[config.mk]
export PLATFORM = sky130hd
export DESIGN_NAME = fir_decim_mac_sequencer
export DESIGN_NICKNAME = d
export VERILOG_FILES = /design/src/rtl/fir_decim_mac_sequencer.sv
export SDC_FILE = /design/constraint.sdc
export NUM_CORES = 1
export LEC_CHECK = 0
export BUFFER_PORTS_ARGS = -buffer_cell sky130_fd_sc_hd__buf_4
export CAP_MARGIN = 20
export CELL_PAD_IN_SITES_DETAIL_PLACEMENT = 0
export CELL_PAD_IN_SITES_GLOBAL_PLACEMENT = 1
export CORE_ASPECT_RATIO = 1.2
export CORE_UTILIZATION = 44
export CTS_CLUSTER_SIZE = 28
export DETAILED_ROUTE_END_ITERATION = 6
export PLACE_DENSITY = 0.86
export SYNTH_ARGS = -nofsm -noshare
export SYNTH_HDL_FRONTEND = slang
export SYNTH_SLANG_ARGS = --single-unit
[constraint.sdc]
create_clock -name clk -period 3.5 [get_ports clk]
set_input_delay 0.7 -clock clk [delete_from_list [all_inputs] [get_ports clk]]
set_output_delay 0.7 -clock clk [all_outputs]
set_load 0.1 [all_outputs]
[src/rtl/fir_decim_mac_sequencer.sv]
// Control sequencer for a single-MAC FIR decimator.
// Accepts DECIM input beats per output, then runs one TAP_COUNT-cycle MAC
// pass over the sample ring buffer, waits MAC_LAT cycles for the MAC pipe
// to drain and presents the decimated result until the sink takes it.
// Ports:
//   clk, nrst               clock, synchronous active-low reset
//   s_tvalid / s_tready     input beat handshake
//   buf_wr_en, buf_wr_addr  ring-buffer write strobe and address
//   buf_rd_addr, coef_addr  per-tap sample and coefficient addresses
//   mac_en, mac_first       MAC operand valid, first tap of a pass
//   mac_zero                operand precedes stream start, use 0
//   m_tvalid / m_tready     decimated result handshake
//   out_count               results handed off, wraps at 2^16
module fir_decim_mac_sequencer #(
    parameter int unsigned TAP_COUNT = 121,
    parameter int unsigned DECIM     = 8,
    parameter int unsigned BUF_DEPTH = 128,
    parameter int unsigned MAC_LAT   = 3,
    parameter int unsigned AW        = $clog2(BUF_DEPTH),
    parameter int unsigned CW        = $clog2(TAP_COUNT)
) (
    input  logic          clk,
    input  logic          nrst,
    input  logic          s_tvalid,
    output logic          s_tready,
    output logic          buf_wr_en,
    output logic [AW-1:0] buf_wr_addr,
    output logic [AW-1:0] buf_rd_addr,
    output logic [CW-1:0] coef_addr,
    output logic          mac_en,
    output logic          mac_first,
    output logic          mac_zero,
    output logic          m_tvalid,
    input  logic          m_tready,
    output logic [15:0]   out_count
);

    localparam int unsigned PW = (DECIM > 1) ? $clog2(DECIM) : 1;
    localparam int unsigned FW = $clog2(TAP_COUNT + 1);
    localparam int unsigned DW = (MAC_LAT > 1) ? $clog2(MAC_LAT) : 1;

    typedef enum logic [1:0] {
        ST_ACCEPT = 2'd0,
        ST_MAC    = 2'd1,
        ST_DRAIN  = 2'd2,
        ST_OUT    = 2'd3
    } state_t;

    state_t        state_q, state_d;
    logic [AW-1:0] wr_ptr_q, wr_ptr_d;
    logic [AW-1:0] newest_q, newest_d;
    logic [PW-1:0] phase_q, phase_d;
    logic [FW-1:0] fill_q, fill_d;
    logic [CW-1:0] k_q, k_d;
    logic [DW-1:0] drain_q, drain_d;
    logic [15:0]   out_count_q, out_count_d;
    logic          mac_en_q, mac_en_d;
    logic          mac_first_q, mac_first_d;
    logic          mac_zero_q, mac_zero_d;
    logic          m_tvalid_q, m_tvalid_d;
    logic [AW-1:0] buf_rd_addr_q, buf_rd_addr_d;
    logic [CW-1:0] coef_addr_q, coef_addr_d;

    // Handshake decode straight from the state register
    assign s_tready    = (state_q == ST_ACCEPT);
    assign buf_wr_en   = s_tvalid & s_tready;
    assign buf_wr_addr = wr_ptr_q;

    assign buf_rd_addr = buf_rd_addr_q;
    assign coef_addr   = coef_addr_q;
    assign mac_en      = mac_en_q;
    assign mac_first   = mac_first_q;
    assign mac_zero    = mac_zero_q;
    assign m_tvalid    = m_tvalid_q;
    assign out_count   = out_count_q;

    // Next-state and next-output logic
    always_comb begin
        state_d     = state_q;
        wr_ptr_d    = wr_ptr_q;
        newest_d    = newest_q;
        phase_d     = phase_q;
        fill_d      = fill_q;
        k_d         = k_q;
        drain_d     = drain_q;
        out_count_d = out_count_q;

        case (state_q)
            ST_ACCEPT: begin
                if (buf_wr_en) begin
                    wr_ptr_d = wr_ptr_q + AW'(1);
                    if (fill_q != FW'(TAP_COUNT)) begin
                        fill_d = fill_q + FW'(1);
                    end
                    if (phase_q == PW'(DECIM - 1)) begin
                        phase_d  = '0;
                        newest_d = wr_ptr_q;
                        k_d      = '0;
                        state_d  = ST_MAC;
                    end else begin
                        phase_d = phase_q + PW'(1);
                    end
                end
            end
            ST_MAC: begin
                if (k_q == CW'(TAP_COUNT - 1)) begin
                    drain_d = '0;
                    state_d = ST_DRAIN;
                end else begin
                    k_d = k_q + CW'(1);
                end
            end
            ST_DRAIN: begin
                if (drain_q == DW'(MAC_LAT - 1)) begin
                    state_d = ST_OUT;
                end else begin
                    drain_d = drain_q + DW'(1);
                end
            end
            ST_OUT: begin
                if (m_tvalid_q && m_tready) begin
                    out_count_d = out_count_q + 16'd1;
                    state_d     = ST_ACCEPT;
                end
            end
            default: state_d = ST_ACCEPT;
        endcase

        // Strobes are registered versions of the decode of the next state
        mac_en_d      = (state_d == ST_MAC);
        mac_first_d   = mac_en_d && (k_d == '0);
        mac_zero_d    = mac_en_d && (32'(k_d) >= 32'(fill_d));
        m_tvalid_d    = (state_d == ST_OUT);
        coef_addr_d   = mac_en_d ? k_d : coef_addr_q;
        // Modular AW-bit subtraction walks back through the ring buffer
        buf_rd_addr_d = mac_en_d ? (newest_d - AW'(k_d)) : buf_rd_addr_q;
    end

    // State and output registers
    always_ff @(posedge clk) begin
        if (!nrst) begin
            state_q       <= ST_ACCEPT;
            wr_ptr_q      <= '0;
            newest_q      <= '0;
            phase_q       <= '0;
            fill_q        <= '0;
            k_q           <= '0;
            drain_q       <= '0;
            out_count_q   <= '0;
            mac_en_q      <= 1'b0;
            mac_first_q   <= 1'b0;
            mac_zero_q    <= 1'b0;
            m_tvalid_q    <= 1'b0;
            buf_rd_addr_q <= '0;
            coef_addr_q   <= '0;
        end else begin
            state_q       <= state_d;
            wr_ptr_q      <= wr_ptr_d;
            newest_q      <= newest_d;
            phase_q       <= phase_d;
            fill_q        <= fill_d;
            k_q           <= k_d;
            drain_q       <= drain_d;
            out_count_q   <= out_count_d;
            mac_en_q      <= mac_en_d;
            mac_first_q   <= mac_first_d;
            mac_zero_q    <= mac_zero_d;
            m_tvalid_q    <= m_tvalid_d;
            buf_rd_addr_q <= buf_rd_addr_d;
            coef_addr_q   <= coef_addr_d;
        end
    end

endmodule
Yosys cells after proc, flatten, opt, wreduce, memory -nomap -nowiden

Index checks and enable logic that the tools add are counted.

Bits in registers: 69
Input port bits: 4
Output and inout bits: 43
Word-level logic and storage cells: 63

Order comparisons: 1
Bitwise gates (word level): 1
Mux-type cells: 20
Add/subtract/negate cells: 7
Reduce and logical (&&, ||, !) cells: 9
Equality and inequality tests: 11

Operators with widths:

| cell                    | count |
|---|---|
| $mux W7                 | 9 |
| $add A7 B1 Y7 const B   | 3 |
| $add A16 B1 Y16 const B | 1 |
| $mux W2                 | 7 |
| $pmux W7 S2             | 1 |
| $eq A2 B2 Y1 const B    | 4 |
| $pmux W2 S4             | 1 |
| $eq A7 B7 Y1 const B    | 1 |
| $ge A7 B7 Y1            | 1 |
| $logic_not A7 Y1        | 1 |
| $ne A7 B7 Y1 const B    | 1 |
| $sub A7 B7 Y7           | 1 |
| $eq A2 B1 Y1 const B    | 2 |
| $ne A2 B2 Y1 const B    | 2 |
| $pmux W2 S2             | 1 |
| $reduce_and A2 Y1       | 2 |
| $add A3 B1 Y3 const B   | 1 |
| $eq A3 B3 Y1 const B    | 1 |
| $logic_and A1 B1 Y1     | 3 |
| $mux W3                 | 1 |
| $reduce_and A3 Y1       | 1 |
| $add A2 B1 Y2 const B   | 1 |
| $logic_not A2 Y1        | 1 |
| $reduce_bool A2 Y1      | 1 |
| $and A1 B1 Y1           | 1 |

Depth between registers and ports, before layout

Word-level depth: 6
Mapped depth: 16
Depth with buffers taken out: 15

Least setup slack after synthesis

No wires, ideal clock.

Path type: register to register
From: reg state_q[0]
To: reg buf_rd_addr_q[6], in the netlist buf_rd_addr[6]
Clock period less this slack: 3,764 ps
Slack: -264 ps
Cell stages (with the launch flop): 14
Arrival time: 3,635 ps
Cell sequence: dfxtp_1 buf_6 nor2_1 and3_1 clkbuf_1 or2_2 inv_1 ha_1 fa_1 nor2b_1 o21a_1 o21ai_0 o211ai_1 o211ai_1

Longest elaborated chain between the ends: 5

RTL lines:

| element                | RTL line | text |
|---|---|---|
| start, declared        | 49       | `state_t state_q, state_d;` |
| start signal, assigned | 157      | `state_q <= state_d;` |
| $logic_not A2 Y1 (*)   | 65       | `assign s_tready = (state_q == ST_ACCEPT);` |
| via s_tready           | 25       | `output logic s_tready,` |
| $and A1 B1 Y1          | 66       | `assign buf_wr_en = s_tvalid & s_tready;` |
| $mux W7                | 90       | `if (buf_wr_en) begin` |
| $pmux W7 S2 (*)        | 88       | `case (state_q)` |
| via k_d[0]             | 54       | `logic [CW-1:0] k_q, k_d;` |
| $sub A7 B7 Y7 (*)      | 136      | `buf_rd_addr_d = mac_en_d ? (newest_d - AW'(k_d)) : buf_rd_addr_q;` |
| end signal, assigned   | 169      | `buf_rd_addr_q <= buf_rd_addr_d;` |
| end, declared          | 61       | `logic [AW-1:0] buf_rd_addr_q, buf_rd_addr_d;` |

The timed path passes the listed nets; every way through them passes the cells marked *.
A chain may end at the register's enable or synchronous reset.

Final worst setup path

From: reg k_q[0]
To: reg buf_rd_addr_q[5], in the netlist buf_rd_addr[5]

Longest elaborated chain between the ends: 4

RTL lines:

| element                                       | RTL line | text |
|---|---|---|
| start, declared                               | 54       |  |
| start signal, assigned                        | 162      | `k_q <= k_d;` |
| $add A7 B1 Y7 or $eq A7 B7 Y1 (tied branches) | 110, 106 |  |
| $mux W7 (*)                                   | 106      | `if (k_q == CW'(TAP_COUNT - 1)) begin` |
| $pmux W7 S2 (*)                               | 88       |  |
| via k_d[1]                                    | 54       |  |
| $sub A7 B7 Y7 (*)                             | 136      |  |

Marks and branches as above.

==> load_flow_metrics.sql <==
INSERT INTO impl_metrics (metric_group, metric, value, unit) VALUES
('detailed_routing', 'routedWlPerCell', '13.5', 'um'),
('global_routing', 'first_global_vias', '2663', ''),
('clocking', 'holdBufCountCts', '0', ''),
('setup_path', 'endpoint_kind', 'register', ''),
('floorplanning', 'io-pin-count', '47', ''),
('power_and_ir_drop', 'power_leakage', '1.82', 'nW'),
('sta', 'report.final.slew_viol_count', '0', ''),
('sta', 'final.setup.tns', '0', 'ns'),
('clocking', 'clock-root-buffer', 'sky130_fd_sc_hd__clkbuf_8', ''),
('setup_path', 'cp_slowest_cell', 'sky130_fd_sc_hd__dfxtp_1', ''),
('setup_path', 'critPathKind', 'register to register', ''),
('job', 'maxCapViolCount', '0', ''),
('power_and_ir_drop', 'comb_power_share', '0.057', ''),
('global_routing', 'grt_antenna_before_repair', '0', ''),
('clocking', 'worstSkewPairLatency', '0.34', 'ns'),
('floorplanning', 'die_width', '83.5', 'um'),
('global_routing', 'grt_start_max_net_pins', '68', ''),
('detailed_routing', 'ant_nets', '0', ''),
('power_and_ir_drop', 'p_clk_frac', '0.399', ''),
('power_and_ir_drop', 'p_sw_frac', '0.243', ''),
('clocking', 'cts.repair_timing.setup_buffer_count', '0', ''),
('detailed_routing', 'routed_wirelength', '7160', 'um'),
('sta', 'slew_headroom', '0.581', ''),
('logic_synthesis', 'yosys.area.top_type_share', '0.394', ''),
('min_path', 'worstHoldPathType', 'register to register', ''),
('logic_synthesis', 'netlist-cell-type-count', '53', ''),
('sta', 'finalHoldViolCount', '0', ''),
('clocking', 'cts_max_path_buffers', '2', ''),
('setup_path', 'critPathLaunchType', 'register', ''),
('status', 'status', 'finished, final reports clean', ''),
('power_and_ir_drop', 'power', '0.00147', 'W'),
('logic_synthesis', 'syn_avg_cell_area', '9.07', 'um2'),
('clocking', 'clk_pin_slew', '0.08', 'ns'),
('detailed_routing', 'initial_drc_count', '104', ''),
('clocking', 'cts-htree-levels', '3', ''),
('clocking', 'cts_inserted_buffers', '9', ''),
('sta', 'timing.final.crit_share', '0.899', ''),
('detailed_routing', 'post-route-drc-count', '0', ''),
('placement', 'port-buffer-count', '46', ''),
('detailed_routing', 'vias', '2760', ''),
('floorplanning', 'placeableCoreArea', '0.00771', 'mm2'),
('logic_synthesis', 'ys_async_sr_fraction', '0', ''),
('min_path', 'hold_path_startpoint', 'coef_addr[6]$_SDFFE_PN0P_', ''),
('min_path', 'endpoint_of_the_worst_hold_timing_path', 'coef_addr[6]$_SDFFE_PN0P_', ''),
('floorplanning', 'chipHeight', '99.8', 'um'),
('logic_synthesis', 'yosys_most_used_dff', 'sky130_fd_sc_hd__dfxtp_1', ''),
('logic_synthesis', 'synth_seq_area_share', '0.394', ''),
('sta', 'setup_repair_after_global_routing_missed_its_margin', 'false', ''),
('setup_path', 'crit_buf_inv', '2', ''),
('detailed_routing', 'vias_per_cell', '5.21', ''),
('cells_and_area', 'fin_nets', '458', ''),
('sta', 'achievable_clock_frequency', '0.318', 'GHz'),
('detailed_routing', 'drt_first_pass_iters', '4', ''),
('sta', 'report.final.setup_viol', '0', ''),
('sta', 'period_needed', '3.15', 'ns'),
('logic_synthesis', 'synthTopCellsByArea', 'sky130_fd_sc_hd__dfxtp_1, sky130_fd_sc_hd__ha_1, sky130_fd_sc_hd__and2_1', ''),
('clocking', 'cts-resized-gates', '0', ''),
('logic_synthesis', 'most_area_hungry_cell_type_in_the_yosys_netlist', 'sky130_fd_sc_hd__dfxtp_1', ''),
('global_routing', 'grt_usage', '0.185', ''),
('logic_synthesis', 'synth_warnings', '0', ''),
('placement', 'detailedPlacementHpwl', '5140', 'um'),
('setup_path', 'required', '3.73', 'ns'),
('floorplanning', 'placement_rows', '35', ''),
('cells_and_area', 'final_layout_size_suffix_gt1_frac', '0.180', ''),
('setup_path', 'path_max_fanout', '8', ''),
('setup_path', 'setup_slack_reg_to_reg', '0.35', 'ns'),
('global_routing', 'grt_overflow', '0', ''),
('power_and_ir_drop', 'switchingPower', '0.000357', 'W'),
('global_routing', 'grt_first_pass_wirelength', '12300', 'um'),
('floorplanning', 'fp.dieArea', '0.00834', 'mm2'),
('logic_synthesis', 'post_synth_inst_count', '387', '');
-- kinds of logic (layout without fill, tap and decap cells) --
logic type,Yosys count,in the layout,share of synthesized area
compound gates,59,59,0.113
xor+xnor,26,26,0.0688
fa+ha+maj,22,22,0.0799
buf+inv,32,83,0.0389
flops,69,69,0.394
mux,12,12,0.0364
simple gates,167,167,0.270
-- cell usage in the layout (no fill, tap or decap), types with 6 or more instances in the layout --
cell type,synthesis,routed
sky130_fd_sc_hd__or3_1,7,7
sky130_fd_sc_hd__nand3_1,16,16
sky130_fd_sc_hd__xnor2_1,20,20
sky130_fd_sc_hd__o211a_1,6,6
sky130_fd_sc_hd__inv_1,17,17
sky130_fd_sc_hd__a21oi_1,10,10
sky130_fd_sc_hd__o21ai_0,15,15
sky130_fd_sc_hd__clkbuf_8,0,11
sky130_fd_sc_hd__dfxtp_1,69,69
sky130_fd_sc_hd__nor2_1,18,17
sky130_fd_sc_hd__mux2i_1,9,9
sky130_fd_sc_hd__and2_1,33,33
sky130_fd_sc_hd__a21boi_0,8,8
sky130_fd_sc_hd__nor2b_1,17,17
sky130_fd_sc_hd__nand2_1,44,44
sky130_fd_sc_hd__ha_1,20,20
sky130_fd_sc_hd__buf_4,1,50
-- synthesized netlist by cell type (2+ instances only) --
cell                        instances
sky130_fd_sc_hd__or2_2              2
sky130_fd_sc_hd__and4_1             2
sky130_fd_sc_hd__dfxtp_1           69
sky130_fd_sc_hd__clkbuf_1           9
sky130_fd_sc_hd__nand4b_1           2
sky130_fd_sc_hd__o21ai_0           15
sky130_fd_sc_hd__o211ai_1           4
sky130_fd_sc_hd__buf_2              3
sky130_fd_sc_hd__nor3_1             5
sky130_fd_sc_hd__o2bb2ai_1          2
sky130_fd_sc_hd__a22oi_1            2
sky130_fd_sc_hd__and3_1             3
sky130_fd_sc_hd__and2_1            33
sky130_fd_sc_hd__xnor2_1           20
sky130_fd_sc_hd__o21a_1             5
sky130_fd_sc_hd__nand4_1            4
sky130_fd_sc_hd__nor2b_1           17
sky130_fd_sc_hd__nand2b_1           2
sky130_fd_sc_hd__mux2_2             2
sky130_fd_sc_hd__nand4b_4           2
sky130_fd_sc_hd__nand3_1           16
sky130_fd_sc_hd__inv_1             17
sky130_fd_sc_hd__or3_1              7
sky130_fd_sc_hd__nor4_2             2
sky130_fd_sc_hd__o211a_1            6
sky130_fd_sc_hd__nor2_1            18
sky130_fd_sc_hd__xor2_1             5
sky130_fd_sc_hd__a31oi_1            2
sky130_fd_sc_hd__mux2i_1            9
sky130_fd_sc_hd__nand2_1           44
sky130_fd_sc_hd__a21boi_0           8
sky130_fd_sc_hd__a21oi_1           10
sky130_fd_sc_hd__ha_1              20
-- worst max-delay path by stage --
stage                                  end  slack, ns  cells after the start
6_report       buf_rd_addr[5]$_SDFFE_PN0P_       0.35                     14
5_1_grt        buf_rd_addr[5]$_SDFFE_PN0P_       0.02                     14
4_1_cts        buf_rd_addr[5]$_SDFFE_PN0P_       0.23                     14
3_5_place_dp   buf_rd_addr[5]$_SDFFE_PN0P_       0.31                     14
3_3_place_gp   buf_rd_addr[5]$_SDFFE_PN0P_       0.36                     14
2_1_floorplan  buf_rd_addr[6]$_SDFFE_PN0P_       0.24                     13
-- stage by stage --
| step | util | hold WS, ns | instances | worst slack [ns] | instance area [um2] |
|---|---|---|---|---|---|
| 2_1_floorplan | - | 0.487 | 387 | 0.241 | 3510 |
| 3_3_place_gp | 0.509 | 0.457 | 513 | 0.363 | 3920 |
| 3_5_place_dp | 0.509 | 0.460 | 513 | 0.312 | 3920 |
| 4_1_cts | 0.532 | 0.476 | 529 | 0.235 | 4100 |
| 5_1_grt | 0.533 | 0.488 | 530 | 0.0206 | 4110 |
| 6_report | 0.533 | 0.470 | 530 | 0.355 | 4110 |
-- per-layer routing --
metal	GRT usage	vias up	part of all wire
met5	0	-	0
met4	0.107	0	0.024
met3	0.0313	10	0.029
met2	0.314	47	0.48
met1	0.221	1287	0.47
li1	-	1416	-
-- state kept, by name (all words and copies together), names as in the netlist --
signal and count:
buf_rd_addr 7, phase_q 3, fill_q 7, newest_q 7, state_q 2, out_count 16, mac_first 1, m_tvalid 1
mac_en 1, k_q 7, coef_addr 7, buf_wr_addr 7, drain_q 2, mac_zero 1
-- worst min-delay path: stages, from the launching register on --
cell and delay [ns]:
sky130_fd_sc_hd__dfxtp_1 0.31, sky130_fd_sc_hd__nand2_1 0.05, sky130_fd_sc_hd__a21boi_0 0.07
-- power groups by stage --
stage,Combinational [W],Clock (W),Sequential [W]
6_report,0.0000842,0.000588,0.000801
5_1_grt,0.0000937,0.000637,0.000802
4_1_cts,0.0000858,0.000608,0.000801
3_5_place_dp,0.0000854,0,0.000819
3_3_place_gp,0.0000837,0,0.000819
2_1_floorplan,0.0000481,0,0.000836
-- area by class of cell --
cell class              count  area [um2]
fillers                   756        3600
multi-input cells         286        1990
flip-flops and latches     69        1380
repair buffers             50         375
clock buffers              12         155
well taps                  92         115
inverters                  17        63.8
clock inverters             4        22.5
(Power assumes the default switching activity.)
